`src/rtl/decode_stage_pkg.sv`:
```
// Shared decode-stage definitions: default field widths, ALU op encodings and
// the decoded-entry layout that travels through the output FIFO.
package decode_stage_pkg;

   localparam int GR_SIZE          = 64;
   localparam int DEF_OPCODE_W     = 8;
   localparam int DEF_ALUOP_W      = 4;
   localparam int DEF_REG_W        = 6;
   localparam int DEF_PRED_W       = 6;
   localparam int DEF_NUM_OPCODES  = 64;

   typedef enum logic [DEF_ALUOP_W-1:0] {
      ALU_ADD = 4'h0,
      ALU_SUB,
      ALU_AND,
      ALU_OR,
      ALU_XOR,
      ALU_SHL,
      ALU_SHR,
      ALU_SRA,
      ALU_MUL,
      ALU_CMP
   } aluop_e;

   // Packed order matches the FIFO word built in decode_stage (MSB first).
   typedef struct packed {
      logic [DEF_OPCODE_W-1:0] opcode;
      logic [DEF_ALUOP_W-1:0]  aluop;
      logic [DEF_REG_W-1:0]    src1;
      logic [DEF_REG_W-1:0]    src2;
      logic [DEF_REG_W-1:0]    dest;
      logic [DEF_PRED_W-1:0]   pred;
      logic                    illegal;
   } dec_entry_t;

   function automatic int entry_width(input int opc_w, input int alu_w,
                                      input int reg_w, input int pred_w);
      return opc_w + alu_w + 3 * reg_w + pred_w + 1;
   endfunction

endpackage

```
`src/rtl/decode_fifo.sv`:
```
// Synchronous FIFO of decoded entries with a registered head word, so the
// consumer side never sees a combinational path from the push side.
module decode_fifo #(
   parameter int DATA_W = 37,
   parameter int DEPTH  = 2
) (
   input  logic              clk,
   input  logic              rst,
   input  logic              flush,
   input  logic              push,
   input  logic              pop,
   input  logic [DATA_W-1:0] din,
   output logic [DATA_W-1:0] dout,
   output logic              full,
   output logic              empty
);

   localparam int PTR_W = $clog2(DEPTH);
   localparam logic [PTR_W:0] OCC_ONE  = (PTR_W+1)'(1);
   localparam logic [PTR_W:0] OCC_FULL = (PTR_W+1)'(DEPTH);

   if (DEPTH < 2 || (1 << PTR_W) != DEPTH) begin : g_bad_depth
      $error("decode_fifo: DEPTH must be a power of 2 and >= 2");
   end

   logic [DATA_W-1:0] mem [DEPTH];
   logic [PTR_W-1:0]  wr_ptr, rd_ptr, rd_nxt;
   logic [PTR_W:0]    occ;
   logic              do_push, do_pop;

   assign full    = (occ == OCC_FULL);
   assign empty   = (occ == '0);
   assign do_push = push & ~full;
   assign do_pop  = pop & ~empty;
   assign rd_nxt  = rd_ptr + 1'b1;

   always_ff @(posedge clk) begin
      if (do_push) mem[wr_ptr] <= din;
   end

   always_ff @(posedge clk) begin
      if (rst || flush) begin
         wr_ptr <= '0;
         rd_ptr <= '0;
         occ    <= '0;
      end else begin
         if (do_push) wr_ptr <= wr_ptr + 1'b1;
         if (do_pop)  rd_ptr <= rd_nxt;
         case ({do_push, do_pop})
            2'b10:   occ <= occ + 1'b1;
            2'b01:   occ <= occ - 1'b1;
            default: occ <= occ;
         endcase
      end
   end

   // Head register tracks whatever sits at rd_ptr after this edge; it holds
   // its old value once the FIFO drains or is flushed.
   always_ff @(posedge clk) begin
      if (rst) begin
         dout <= '0;
      end else if (!flush) begin
         if (do_pop) begin
            if (occ == OCC_ONE) begin
               if (do_push) dout <= din;
            end else begin
               dout <= mem[rd_nxt];
            end
         end else if (do_push && empty) begin
            dout <= din;
         end
      end
   end

endmodule

```
`src/rtl/decode_stage.sv`:
```
// Registered instruction decode: slices fields, evaluates the predicate,
// flags illegal opcodes and buffers decoded entries in a small FIFO.
module decode_stage
   import decode_stage_pkg::*;
#(
   parameter int INSTR_W     = GR_SIZE,
   parameter int OPCODE_W    = DEF_OPCODE_W,
   parameter int ALUOP_W     = DEF_ALUOP_W,
   parameter int REG_W       = DEF_REG_W,
   parameter int PRED_W      = DEF_PRED_W,
   parameter int NUM_OPCODES = DEF_NUM_OPCODES,
   parameter int DEPTH       = 2,
   parameter int CNT_W       = 16
) (
   input  logic                 clk,
   input  logic                 rst,
   input  logic                 flush,
   input  logic                 in_valid,
   output logic                 in_ready,
   input  logic [INSTR_W-1:0]   in_instr,
   input  logic [2**PRED_W-1:0] pred_mask,
   output logic                 out_valid,
   input  logic                 out_ready,
   output logic [OPCODE_W-1:0]  out_opcode,
   output logic [ALUOP_W-1:0]   out_aluop,
   output logic [REG_W-1:0]     out_src1,
   output logic [REG_W-1:0]     out_src2,
   output logic [REG_W-1:0]     out_dest,
   output logic [PRED_W-1:0]    out_pred,
   output logic                 out_illegal,
   output logic [CNT_W-1:0]     decoded_cnt,
   output logic [CNT_W-1:0]     squashed_cnt
);

   localparam int ENT_W   = entry_width(OPCODE_W, ALUOP_W, REG_W, PRED_W);
   localparam int ALU_TOP = INSTR_W - OPCODE_W - 1;
   localparam int S1_TOP  = ALU_TOP - ALUOP_W;
   localparam int S2_TOP  = S1_TOP - REG_W;
   localparam int DST_TOP = S2_TOP - REG_W;
   localparam logic [OPCODE_W:0] NUM_OPC_L = (OPCODE_W+1)'(NUM_OPCODES);

   if (OPCODE_W + ALUOP_W + 3 * REG_W + PRED_W > INSTR_W) begin : g_bad_fields
      $error("decode_stage: instruction fields exceed INSTR_W");
   end

   function automatic logic [CNT_W-1:0] sat_inc(input logic [CNT_W-1:0] v);
      return (&v) ? v : v + 1'b1;
   endfunction

   logic [OPCODE_W-1:0] opc_p0;
   logic [ALUOP_W-1:0]  alu_p0;
   logic [REG_W-1:0]    src1_p0, src2_p0, dest_p0;
   logic [PRED_W-1:0]   pred_p0;
   logic                ill_p0, pred_true_p0;
   logic                accept_p0, push_p0, squash_p0;
   logic [ENT_W-1:0]    ent_p0, head_p1;
   logic                full_p1, empty_p1, vld_p1;
   logic                unused_instr;

   // Stage p0: combinational slice of the incoming word.
   assign opc_p0  = in_instr[INSTR_W-1 -: OPCODE_W];
   assign alu_p0  = in_instr[ALU_TOP -: ALUOP_W];
   assign src1_p0 = in_instr[S1_TOP -: REG_W];
   assign src2_p0 = in_instr[S2_TOP -: REG_W];
   assign dest_p0 = in_instr[DST_TOP -: REG_W];
   assign pred_p0 = in_instr[PRED_W-1:0];
   assign unused_instr = ^in_instr;

   assign ill_p0       = ({1'b0, opc_p0} >= NUM_OPC_L);
   assign pred_true_p0 = (pred_p0 == '0) | pred_mask[pred_p0];
   assign ent_p0       = {opc_p0, alu_p0, src1_p0, src2_p0, dest_p0, pred_p0, ill_p0};

   // in_ready deliberately ignores out_ready to keep the handshake paths separate.
   assign in_ready  = ~full_p1 & ~rst;
   assign accept_p0 = in_valid & in_ready & ~flush;
   assign push_p0   = accept_p0 & pred_true_p0;
   assign squash_p0 = accept_p0 & ~pred_true_p0;

   always_ff @(posedge clk) begin
      if (rst) begin
         decoded_cnt  <= '0;
         squashed_cnt <= '0;
      end else begin
         if (push_p0)   decoded_cnt  <= sat_inc(decoded_cnt);
         if (squash_p0) squashed_cnt <= sat_inc(squashed_cnt);
      end
   end

   // Stage p1: FIFO head register.
   decode_fifo #(
      .DATA_W (ENT_W),
      .DEPTH  (DEPTH)
   ) u_fifo (
      .clk   (clk),
      .rst   (rst),
      .flush (flush),
      .push  (push_p0),
      .pop   (vld_p1 & out_ready),
      .din   (ent_p0),
      .dout  (head_p1),
      .full  (full_p1),
      .empty (empty_p1)
   );

   assign vld_p1    = ~empty_p1;
   assign out_valid = vld_p1;
   assign {out_opcode, out_aluop, out_src1, out_src2, out_dest, out_pred, out_illegal} = head_p1;

endmodule

```
`config.mk`:
```
export PLATFORM = sky130hd
export DESIGN_NAME = decode_stage
export DESIGN_NICKNAME = d
export VERILOG_FILES = /design/src/rtl/decode_stage_pkg.sv /design/src/rtl/decode_fifo.sv /design/src/rtl/decode_stage.sv
export SDC_FILE = /design/constraint.sdc
export NUM_CORES = 1
export LEC_CHECK = 0
export BUFFER_PORTS_ARGS = -buffer_cell sky130_fd_sc_hd__buf_2
export CAP_MARGIN = 20
export CORE_MARGIN = 5
export CORE_UTILIZATION = 41
export DETAILED_ROUTE_END_ITERATION = 7
export PLACE_DENSITY_LB_ADDON = 0.3
export SLEW_MARGIN = 20
export SYNTH_ARGS = -nofsm -noshare
export SYNTH_HDL_FRONTEND = slang
export SYNTH_SLANG_ARGS = --single-unit
```
`constraint.sdc`:
```
create_clock -name clk -period 10.3 [get_ports clk]
set_input_delay 0.515 -clock clk [delete_from_list [all_inputs] [get_ports clk]]
set_output_delay 0.515 -clock clk [all_outputs]
set_load 0.01 [all_outputs]
```
Yosys cells after proc, flatten, opt, wreduce, memory -nomap -nowiden
Memory sizes are Yosys's and may differ from the RTL's.
Cells that the tools add are included.
{"block": "word_totals", "register_bits": 73, "latch_bits": 0, "ramBits": 74, "mem_bits_ro": 0, "inputBits": 133, "out_inout_bits": 71, "elab_cells": 56, "memories": 1}
{"block": "op_classes", "addsub": 6, "n_mul": 0, "div_mod_pow": 0, "order_cmp": 2, "eq_ne": 5, "shift": 0, "muxes": 9, "bitwise_logic": 16, "reduce_logical": 11}
{"memory": "u_fifo.mem", "words": 2, "word_bits": 37, "read_ports": 1, "rd_ports_with_merged_regs": 0, "write_ports": 1, "line_no": "decode_fifo.sv:26", "source": "logic [DATA_W-1:0] mem [DEPTH];"}
{"op": "$mux 37", "count": 4}
{"op": "$add 16x1->16 const B", "count": 2}
{"op": "$reduce_and 16->1", "count": 2}
{"op": "$and 1x1->1", "count": 8}
{"op": "$ge 8x7->1 const B", "count": 1}
{"op": "$lt 6x7->1 const B", "count": 1}
{"op": "$not 1->1", "count": 7}
{"op": "$bmux 1 s6", "count": 1}
{"op": "$logic_not 6->1", "count": 1}
{"op": "$eq 2x1->1 const B", "count": 2}
{"op": "$eq 2x2->1 const B", "count": 2}
{"op": "$pmux 2 s2", "count": 1}
{"op": "$reduce_and 2->1", "count": 2}
{"op": "$reduce_bool 2->1", "count": 2}
{"op": "$mux 1", "count": 3}
{"op": "$ne 3x2->1 const B", "count": 1}
{"op": "$reduce_and 3->1", "count": 1}
{"op": "$add 1x1->1 const B", "count": 2}
{"op": "$add 2x1->2 const B", "count": 1}
{"op": "$logic_not 2->1", "count": 1}
{"op": "$sub 2x1->2 const B", "count": 1}
{"op": "$logic_and 1x1->1", "count": 1}
{"op": "$logic_or 1x1->1", "count": 1}
{"op": "$or 1x1->1", "count": 1}

Longest topological paths before layout
{"block": "depth", "ltp_word": 10, "depth_mapped": 14, "ltp_nobuf": 10}

By module
From an unflattened synthesis, not the netlist that was laid out.
{"block": "unflattened", "hier_cells": 618, "hier_area_um2": 6957.9}
{"module": "decode_fifo", "n_inst": 1, "cells_per_inst": 352, "area_each_um2": 4658.2, "seq_area_each_um2": 3042.9}
{"module": "decode_stage", "n_inst": 1, "cells_per_inst": 266, "area_each_um2": 2299.7, "seq_area_each_um2": 640.6}

Worst setup path before layout
Ideal clock, no wire load.
{"block": "synth_path", "path_kind": "in2reg", "start": "in in_instr[0]", "end": "mem u_fifo.mem[0][0], enable pin", "setup_ns": 0.431, "arrival_time_ns": 3.658, "slack_ns": 6.211, "cell_stages": 10, "n_path_buf": 3, "cell_sequence": "buf_6 buf_6 mux4_2 mux2_2 o22ai_1 or3_1 nand2_2 buf_2 nand2_1 nor2_1"}
{"block": "synth_between", "elab_chain_len": 7}
{"element": "start, declared", "line_no": "decode_stage.sv:20", "source": "input logic [INSTR_W-1:0] in_instr,"}
{"element": "$bmux 1 s6", "line_no": "decode_stage.sv:70", "source": "assign pred_true_p0 = (pred_p0 == '0) | pred_mask[pred_p0];"}
{"element": "$mux 1 (implied by the code)", "line_no": "decode_stage.sv:70"}
{"element": "$or 1x1->1 (*)", "line_no": "decode_stage.sv:70"}
{"element": "$and 1x1->1 (*)", "line_no": "decode_stage.sv:76", "source": "assign push_p0 = accept_p0 & pred_true_p0;"}
{"element": "$and 1x1->1 (*)", "line_no": "decode_fifo.sv:33", "source": "assign do_push = push & ~full;"}
{"element": "$mux 1 (*)", "line_no": "decode_fifo.sv:38", "source": "if (do_push) mem[wr_ptr] <= din;"}
{"element": "$mux 1 (implied by the code) (*)", "line_no": "decode_fifo.sv:38"}
{"element": "end, declared", "line_no": "decode_fifo.sv:26"}
Every way passes the cells marked *; elsewhere a longest branch is shown, timed or not. The select of a mux whose other input is x is not followed.

Worst setup path in the final report
{"block": "layout_path", "start": "in in_instr[0]", "end": "reg u_fifo.occ[1]"}
{"block": "layout_between", "elab_chain_len": 7}
{"element": "$bmux 1 s6", "line_no": "decode_stage.sv:70"}
{"element": "$mux 1 (implied by the code)", "line_no": "decode_stage.sv:70"}
{"element": "$or 1x1->1 (*)", "line_no": "decode_stage.sv:70"}
{"element": "$and 1x1->1 (*)", "line_no": "decode_stage.sv:76"}
{"element": "$and 1x1->1 (*)", "line_no": "decode_fifo.sv:33"}
{"element": "$eq 2x1->1 / $eq 2x2->1 (equally long branches)", "line_no": "decode_fifo.sv:49", "source": "case ({do_push, do_pop})"}
{"element": "$pmux 2 s2 / $reduce_bool 2->1 (equally long branches)"}
{"element": "end signal, assigned", "line_no": "decode_fifo.sv:50", "source": "2'b10: occ <= occ + 1'b1;"}
{"element": "end signal, assigned", "line_no": "decode_fifo.sv:51", "source": "2'b01: occ <= occ - 1'b1;"}
{"element": "end, declared", "line_no": "decode_fifo.sv:28", "source": "logic [PTR_W:0] occ;"}
Marks and branches as above.
A chain may end at the register's enable or synchronous reset.

==> results.md <==
- Status: finished clean
- Met1 wire length: 7.52 mm
- Synth cell types: 55
- GRT Total Usage: 17.6%
- Fin crit share: between 30% and 40%
- Cell area after synthesis: roughly 7000 sq um
- Worst Path Buf+Inv: 1
- CTS tree: built
- Worst Setup SP: in_instr[0]
- Switch share: 22.7%
- Clock sinks: around 150
- Worst EP required: 10.58 ns
- Layout cell share with drive strength beyond 1: 31.1%
- Core area: 16,500 sq um
- CTS resizes: 0
- Total CTS buffers: 17
- Vias in the first global route: 5,612
- CTS H-tree depth: 4
- DIE WIDTH: 140 microns
- Crit-path slowest cell: mux4_2
- Vias: 5,613
- Worst reg2reg path startpoint: u_fifo.occ[0]
- EDFF count, synth: 74
- Syn. warnings: 0
- CP arrival: 3.76 ns
- Final min period: between 3 and 4 ns
- Nets: roughly 910
- Clk pin slew, worst setup/hold paths: around 0.060 ns
- Post-synthesis sequential area ratio: between 50 and 60%
- Syn Inst Count: about 600
- Met3 WL: approximately 990 microns
- Area post-placement: 7900 sq um
- CP max FO: 25
- Residual DRC count: 0
- Top Ports: 204
- Port Buffers: 175
- Internal power: between 1 and 1.5 mW
- Setup TNS: 0 ns
- First drt pass iteration count: 4
- Pleak: 3.23 nW
- Remaining Overflow, GRT: 0
- Routed Antenna Nets: 0
- Vias per inst: 5.59
- Avg Cell Area, Syn: approximately 11 sq um
- Power share of the clock group: 45.7%
- Fin. max-slew vios: 0
- Slowest Stage Delay on Critical Path: 0.57 ns
- Final setup viols: 0
- First-pass GRT wire length: 28.1 mm
- Final core utilization: around half
- Post-Syn Nets: 757
- Sequential share of power: between 40% and 50%
- Post-route insts no fill: 1,005
- Initial Util: approximately two fifths
- Initial DRC count: 316
- Wire per inst: 17.4 microns
- Final non-filler cell area: 8500 sq um
- Pre-CTS WS: about 6.3 ns
- Setup crit end kind: flop
- Drt total wl: between 15 and 20 mm
- Critical path class: in2reg
- Final hold vios: 0
- Hold/Removal Path Class: in2reg
- Slew margin rel.: 36.9%
- Metal2 WL: ~8.7 mm
- Area grow syn2layout: 23.2%
- GPL Wtd Cong: 0.886
- Post-CTS Setup Bufs: 0
- Fraction of registers with async set/reset: 0%
- Setup Skew: 0.0109 ns
- WHS: between 0.3 and 0.4 ns
- RSZ-0062 raised after global routing: no
- DIE AREA: 19,500 sq um
- Maxcap violations: 0
- Post-CTS Hold Fix Bufs: 0
- Post-DP HPWL: 11.5 mm
- PwrDens: 162 nW/um^2
- CP dominant cell by count: mux4_2
- Die height: between 100 and 150 microns
- Seq cells post-synth: 147
- Placed Cells incl. Taps: 973
- Initial antenna violation count: 0
- Logic pwr share: 8.4%
- Clk buf depth: 2
- Startpoint Class: input pin
- Top delay family on crit path: multiplexers
- VDD IR max: around 130 uV
- Worst skew pair latency: 0.42 ns
- Psw: between 300 and 400 uW
- Post-synth top flop: edfxtp_1
- Fill cell total of the finished layout: 1,481
- Setup ws final: 6.82 ns
- Overall power: between 1 and 1.5 mW
- Inserted Diodes: 0
- Worst-margin pin slew: between 0.9 and 1 ns
- FP Rows: 47
- Worst path cell trace: buf_2 > mux4_2 > mux4_2 > o22ai_1 > or3_1 > nand2_2 > nand2_1 > ha_1 > xor2_1 > nor2_1 > a2111oi_0
- Hold Startpoint: in_instr[47]
- Top routing layer in use: met4
- Root Buffer: clkbuf_16
- F_max: 287 MHz
- Largest net degree at the start of global routing: 77
[synth_stat cells (3+ instances only)]
cell      instances  area [sq um]
or3_1             4          25.0
clkbuf_1         29           109
inv_1             9          33.8
a211o_1          38           333
mux4_2           12           270
nor2b_1          14          87.6
nand4_1          15          93.8
mux2_2            7          78.8
nor4b_1           3          26.3
a21oi_1          47           235
nor4_1            9          56.3
nand2_1          58           218
mux2i_1          47           470
ha_1              6          75.1
o31ai_1           4          30.0
o311ai_1          4          35.0
o41ai_1          12           105
nand3_1           9          45.0
mux2_1            7          78.8
nor2_1           58           218
nor3_1           10          50.1
buf_2            11          55.1
a31oi_1           3          18.8
or4_1             5          37.5
o311ai_0          5          43.8
buf_6             5          56.3
nand3b_1          3          22.5
edfxtp_1         74          2220
dfxtp_1          73          1460
and3_1            6          37.5
[cells by family (layout without fill, tap and decap cells)]
logic type	count (synthesis)	after routing	share of synthesized area [%]
buffers and inverters	57	224	3.90
multiplexers	73	73	13.0
flip-flops	147	147	53.4
AO/OA/AOI/OAI	128	128	13.8
XOR/XNOR	3	3	0.381
AND/OR/NAND/NOR	204	204	14.4
adder cells (fa/ha/maj)	6	6	1.09
[path summary, 6_finish.rpt]
kind	end	cells after the start	slack (ns)
worst max-delay path	u_fifo.occ[1]	11	6.82
worst min-delay path	u_fifo.mem[0][20]	1	0.30
worst max register to register	u_fifo.dout[23]	10	7.24
worst min register to register	u_fifo.dout[14]	2	0.45
[placed cells by master, fill, tap and decap left out, drive strengths merged, types with 3 or more instances in the layout]
cell / instances
clkinvlp: 3
nor2b: 14
nor2: 58
o311ai: 9
inv: 12
ha: 6
nand3b: 3
o31ai: 4
nand3: 9
a31oi: 3
mux2i: 47
a21oi: 47
nand2: 59
edfxtp: 74
nor4b: 3
and3: 6
and2: 3
a211o: 38
bufinv: 3
mux4: 12
nand4: 15
o41ai: 13
or4: 5
clkbuf: 21
buf: 183
dfxtp: 73
nor3: 10
nor4: 9
or3: 4
mux2: 14
[registers in the layout, indices dropped and copies added, names as in the netlist]
| register | flops |
|---|---|
| u_fifo.occ | 2 |
| squashed_cnt | 16 |
| u_fifo.mem | 74 |
| u_fifo.dout | 37 |
| u_fifo.rd_ptr | 1 |
| u_fifo.wr_ptr | 1 |
| decoded_cnt | 16 |
[final cells by class]
| type | instances | area, sq um | area share (%) |
|---|---|---|---|
| clock inverter | 11 | 153 | 1.80 |
| timing repair buffer | 183 | 936 | 11.0 |
| multi-input combinational | 414 | 2970 | 34.9 |
| inverter | 9 | 33.8 | 0.397 |
| tap | 220 | 275 | 3.24 |
| sequential | 147 | 3680 | 43.3 |
| clock buffer | 21 | 450 | 5.30 |
[routing by layer]
metal / up-vias / track usage (%)
met5: - / 0
met4: 0 / 5.15
met3: 25 / 4.73
met2: 192 / 29.9
met1: 2745 / 22.0
li1: 2651 / -
[worst reg2reg max path: stages, from the launching register on]
cell	delay, ns
dfxtp_1	0.37
inv_1	0.08
ha_1	0.23
nor2_1	0.17
nand3b_1	0.42
or2_2	0.46
o41ai_1	0.22
o21ba_2	0.20
buf_4	0.34
a211o_1	0.36
a21oi_1	0.15
[power groups by stage]
stage                     registers, mW  logic (mW)  clock network (mW)
after detailed placement          0.645       0.116                   0
after global placement            0.644       0.112                   0
final                             0.632       0.116               0.629
after floorplan                   0.647      0.0704                   0
after global routing              0.633       0.127               0.670
after CTS                         0.632       0.117               0.640
Note: power is estimated with default switching activity, not from simulation.
